## src/rtl/csp_channel_pkg.sv

```systemverilog
// Shared types and helpers for the single-token CSP channel.
package csp_channel_pkg;

  typedef enum logic [1:0] {
    S_IDLE,
    S_ACK,
    S_HOLD
  } sender_state_t;

  typedef enum logic [1:0] {
    R_IDLE,
    R_WAIT,
    R_REQ,
    R_RTZ
  } receiver_state_t;

  // Width of the latency counters: enough to hold max(fl, bl), never less than one bit.
  function automatic int cnt_width(input int fl, input int bl);
    int m;
    m = (fl > bl) ? fl : bl;
    return (m < 1) ? 1 : $clog2(m + 1);
  endfunction

endpackage

```

## src/rtl/csp_latency_counter.sv

```systemverilog
// Loadable down-counter; done flags the final count so an FSM can leave on that edge.
module csp_latency_counter
#(
  parameter int MAX_COUNT = 2,
  parameter int CNT_W     = 2
)(
  input  logic clk,
  input  logic rst_n,
  input  logic load,
  output logic done
);

  logic [CNT_W-1:0] cnt;

  always_ff @(posedge clk or negedge rst_n) begin
    if (!rst_n) begin
      cnt <= '0;
    end else if (load) begin
      cnt <= CNT_W'(MAX_COUNT);
    end else if (cnt != '0) begin
      cnt <= cnt - CNT_W'(1);
    end
  end

  assign done = (cnt == CNT_W'(1));

endmodule

```

## src/rtl/csp_channel.sv

```systemverilog
// Single-token four-phase channel with programmable forward (FL) and backward (BL) latency.
// Optional probe outputs (probe, peek_data) are enabled by defining CSP_CHANNEL_PROBE_EN.
module csp_channel
  import csp_channel_pkg::*;
#(
  parameter int WIDTH = 8,
  parameter int FL    = 2,
  parameter int BL    = 2
)(
  input  logic             clk,
  input  logic             rst_n,
  input  logic             s_req,
  input  logic [WIDTH-1:0] s_data,
  output logic             s_ack,
  output logic             r_req,
  output logic [WIDTH-1:0] r_data,
  input  logic             r_ack
`ifdef CSP_CHANNEL_PROBE_EN
  ,
  output logic             probe,
  output logic [WIDTH-1:0] peek_data
`endif
);

  localparam int CNT_W = cnt_width(FL, BL);

  sender_state_t   s_state;
  receiver_state_t r_state;
  logic             full;
  logic [WIDTH-1:0] data_buf;
  logic             capture;
  logic             release_tok;
  logic             fl_load;
  logic             bl_load;
  logic             fl_done;
  logic             bl_done;

  // Sender sees only the registered full, so a freed slot is reusable one edge later.
  assign capture     = (s_state == S_IDLE) && s_req && !full;
  assign release_tok = (r_state == R_REQ) && r_ack;
  assign bl_load     = (s_state == S_ACK) && !s_req;
  assign fl_load     = (r_state == R_IDLE) && full;

  csp_latency_counter #(.MAX_COUNT(FL), .CNT_W(CNT_W)) u_fl_cnt (
    .clk   (clk),
    .rst_n (rst_n),
    .load  (fl_load),
    .done  (fl_done)
  );

  csp_latency_counter #(.MAX_COUNT(BL), .CNT_W(CNT_W)) u_bl_cnt (
    .clk   (clk),
    .rst_n (rst_n),
    .load  (bl_load),
    .done  (bl_done)
  );

  always_ff @(posedge clk or negedge rst_n) begin
    if (!rst_n) begin
      full     <= 1'b0;
      data_buf <= '0;
    end else if (capture) begin
      full     <= 1'b1;
      data_buf <= s_data;
    end else if (release_tok) begin
      full     <= 1'b0;
    end
  end

  assign r_data = data_buf;

  always_ff @(posedge clk or negedge rst_n) begin
    if (!rst_n) begin
      s_state <= S_IDLE;
      s_ack   <= 1'b0;
    end else begin
      case (s_state)
        S_IDLE: begin
          if (capture) begin
            s_ack   <= 1'b1;
            s_state <= S_ACK;
          end
        end
        S_ACK: begin
          if (!s_req) begin
            s_ack   <= 1'b0;
            s_state <= (BL == 0) ? S_IDLE : S_HOLD;
          end
        end
        S_HOLD: begin
          if (bl_done) s_state <= S_IDLE;
        end
        default: s_state <= S_IDLE;
      endcase
    end
  end

  // r_ack is deliberately ignored outside R_REQ/R_RTZ.
  always_ff @(posedge clk or negedge rst_n) begin
    if (!rst_n) begin
      r_state <= R_IDLE;
      r_req   <= 1'b0;
    end else begin
      case (r_state)
        R_IDLE: begin
          if (full) begin
            if (FL == 0) begin
              r_req   <= 1'b1;
              r_state <= R_REQ;
            end else begin
              r_state <= R_WAIT;
            end
          end
        end
        R_WAIT: begin
          if (fl_done) begin
            r_req   <= 1'b1;
            r_state <= R_REQ;
          end
        end
        R_REQ: begin
          if (r_ack) begin
            r_req   <= 1'b0;
            r_state <= R_RTZ;
          end
        end
        R_RTZ: begin
          if (!r_ack) r_state <= R_IDLE;
        end
        default: r_state <= R_IDLE;
      endcase
    end
  end

`ifdef CSP_CHANNEL_PROBE_EN
  assign probe     = full;
  assign peek_data = data_buf;
`endif

endmodule

```

## config.mk

```make
export PLATFORM = sky130hd
export DESIGN_NAME = csp_channel
export DESIGN_NICKNAME = d
export VERILOG_FILES = /design/src/rtl/csp_channel_pkg.sv /design/src/rtl/csp_latency_counter.sv /design/src/rtl/csp_channel.sv
export SDC_FILE = /design/constraint.sdc
export NUM_CORES = 1
export LEC_CHECK = 0
export ABC_CLOCK_PERIOD_IN_PS = 1300
export CAP_MARGIN = 20
export CORE_MARGIN = 1.5
export CORE_UTILIZATION = 40
export DETAILED_ROUTE_END_ITERATION = 10
export PLACE_DENSITY = 0.74
export RECOVER_POWER = 25
export SLEW_MARGIN = 40
export SYNTH_ARGS = -nofsm -noshare
export SYNTH_HDL_FRONTEND = slang
export SYNTH_SLANG_ARGS = --single-unit
```

## constraint.sdc

```tcl
create_clock -name clk -period 1.3 [get_ports clk]
set_input_delay 0.26 -clock clk [delete_from_list [all_inputs] [get_ports clk]]
set_output_delay 0.26 -clock clk [all_outputs]
set_load 0.02 [all_outputs]
```

==> impl_results.md <==
* N_diodes at 0
* CTS H-tree lvls at 1
* Tightest Pin Transition at 0.476 ns
* HPWL after DPL at 1.44 mm
* Clk_skew at 0.00371 ns
* CP bufs+invs at 0
* Fraction of layout cells with a size suffix above 1 at 37.1%
* Worst-skew pair later-pin latency at 0.29 ns
* Top cells by area, synth: dfrtp_1 (49%), mux2_4 (12%), ha_1 (12%), inv_1 (2.3%), buf_12 (2.1%)
* DR vias/cell at 4.71
* Post-Route WL at 1.86 mm
* Yosys warning count at 0
* Fmax at 0.736 GHz
* Failing checks: negative setup slack
* Avg Inst Size Synth at 12.7 um2
* Final setup violation count at 10
* Post-synthesis cell type count at 23
* CP startpoint: r_state[0]
* Final worst-path cycle share at 105%
* Vias in the first global route at 717
* Leak at 0.631 nW
* Critical-path maximum fanout at 3
* Die height at 52.1 um
* Clk root buf: clkbuf_4
* RSZ-0062 raised after global routing: yes
* Crit path DAT at 1.54 ns
* Startpoint class of the critical path: flop
* Global placer's final weighted congestion at 0.694
* CTS Sinks at 19
* Initial antenna violation count at 0
* Max Cap Viol at 0
* Core area at 2250 um2
* Post-synth EDFFs at 0
* Final min period at 1.36 ns
* CP Cell Sequence: ha_1 -> nand2_1 -> nand4_1 -> mux2_4
* Final hold viol count at 0
* TritonCTS clock tree: yes
* Prevailing post-synth register cell: dfrtp_1
* CTS Hold Bufs at 0
* Inserted Clock Buffers at 3
* Site row count at 17
* Post-synth top area cell: dfrtp_1
* RR Startpoint: r_state[0]
* Post-Syn Nets at 97
* Largest net degree at the start of global routing at 20
* Peak VDD IR at 1.01 mV
* Most frequent cells in the layout: dfrtp_1 (18), buf_4 (13), clkdlybuf4s15_1 (10), mux2_4 (9), clkdlybuf4s50_1 (9)
* Nets at 138
* Die area at 2720 um2
* Wire length of the first global-routing pass at 3.17 mm
* Max clock buf depth at 2
* Top delay family on crit path: flip-flops
* Global Route Usage Sum at 16.5%
* DRC at 0
* Top cell type's share of synthesized area at 49.2%
* Critical path type: flop to flop
* Run status: finished with violations
* Max Slew Vio Count at 0
* IO Pins at 22
* Via count at 678
* Cell Area, Synth at 966 um2
* Relative slew slack at 68.3%
* Hold Slack at 0.436 ns
* Slowest CP cell: dfrtp_2
* PortBufs at 21
* First DRT Iteration DRCs at 4
* Filler Cell Count at 183
* CP max stage delay at 0.47 ns
* Post-route antenna net violation count at 0
* Initial Utilization at 42.8%
* Wire per inst at 12.9 um
* Detailed Routing Iterations Pass 1 at 4
* Yosys reg bits at 19
* Clock transition at path regs at 0.11 ns
* Power Density at 1540 nW/um2
* Register area share after synthesis at 49.2%
* Crit end category: flop
* Crit path required time at 1.48 ns
* Final Util at 62.1%
* FFs w/ async S/R, synth at 100%
* Gr ovfl total at 0
* PnR worst setup slack at -0.0594 ns
* Cell count after synthesis at 76
* Synthesis-to-finish area growth at 44.9%
* Commonest non-fill, non-tap cell in the layout: dfrtp_1
* HP Class: input port to async pin
* Die Wd at 52.1 um
-- path summary, 6_finish.rpt --
check                                  end  slack, ns  cells after the start
setup / recovery                r_state[1]      -0.06                      4
hold / removal                  s_state[1]       0.44                      2
setup reg to reg                r_state[1]      -0.06                      4
hold reg to reg            u_bl_cnt.cnt[1]       0.52                      2
max in group asynchronous       r_state[0]       0.52                      2
min in group clk                     s_ack       0.45                      4
-- where the power goes --
part	switching (mW)	internal (mW)
Clock	0.182	0.114
Combinational	0.414	0.518
Sequential	0.137	0.788
Total	0.733	1.42
-- per-layer routing --
layer	up-vias	global-route usage (%)	routed length, um
met5	-	0	0
met1	331	18.7	799
met2	6	30.0	1010
met3	2	3.45	32
li1	339	-	-
met4	0	6.41	16
-- synthesized netlist by cell type, types with 2 or more instances --
cell type   n
a21oi_1     3
dfrtp_1    19
ha_1        9
inv_1       6
mux2_4      8
nand2_1     5
nand2b_1    3
nand4_1     2
nor2_1      4
o21ai_0     3
xor2_1      2
-- what timing repair did --
item | 4_1_cts | 5_1_grt
pin swaps | 0 | 2
gates resized for setup | 19 | 17
setup endpoints to repair | 20 | 19
setup buffers | 2 | 2
-- kinds of logic (layout without fill, tap and decap cells) --
family                   count (synthesis)  count (layout)  share of synthesized area (%)
multiplexers                             9               9                           13.6
adder cells (fa/ha/maj)                  9               9                           11.7
flip-flops                              19              19                           49.2
AO/OA/AOI/OAI                           11              11                           7.51
XOR/XNOR                                 2               2                           1.81
AND/OR/NAND/NOR                         19              19                           11.8
buffers and inverters                    7              47                           4.40
-- registers in the layout, summed over array words and instances, names as in the netlist --
register and count:
r_req 1, s_state 2, u_fl_cnt.cnt 2, u_bl_cnt.cnt 2, s_ack 1, full 1
r_state 2, r_data 8
-- stage by stage --
stage | instances | area [um2] | total power [mW] | worst slack, ns | setup TNS [ns]
3_3_place_gp | 136 | 1290 | 1.90 | -0.367 | -3.16
2_1_floorplan | 76 | 966 | 1.49 | -0.0190 | -0.152
3_5_place_dp | 136 | 1290 | 1.95 | -0.399 | -3.44
4_1_cts | 142 | 1340 | 2.16 | -0.0516 | -0.396
5_1_grt | 144 | 1400 | 2.30 | -0.131 | -0.888
6_report | 144 | 1400 | 2.15 | -0.0594 | -0.400
-- cell type report --
class / count / area (um2) / area share (%)
Clock buffer: 3 / 22.5 / 1.61
Clock inverter: 1 / 5.00 / 0.357
Inverter: 6 / 25.0 / 1.79
Multi-Input combinational cell: 50 / 493 / 35.2
Sequential cell: 19 / 477 / 34.0
Tap cell: 28 / 35.0 / 2.50
Timing Repair Buffer: 37 / 343 / 24.5
Power figures use the tool's default switching activity.
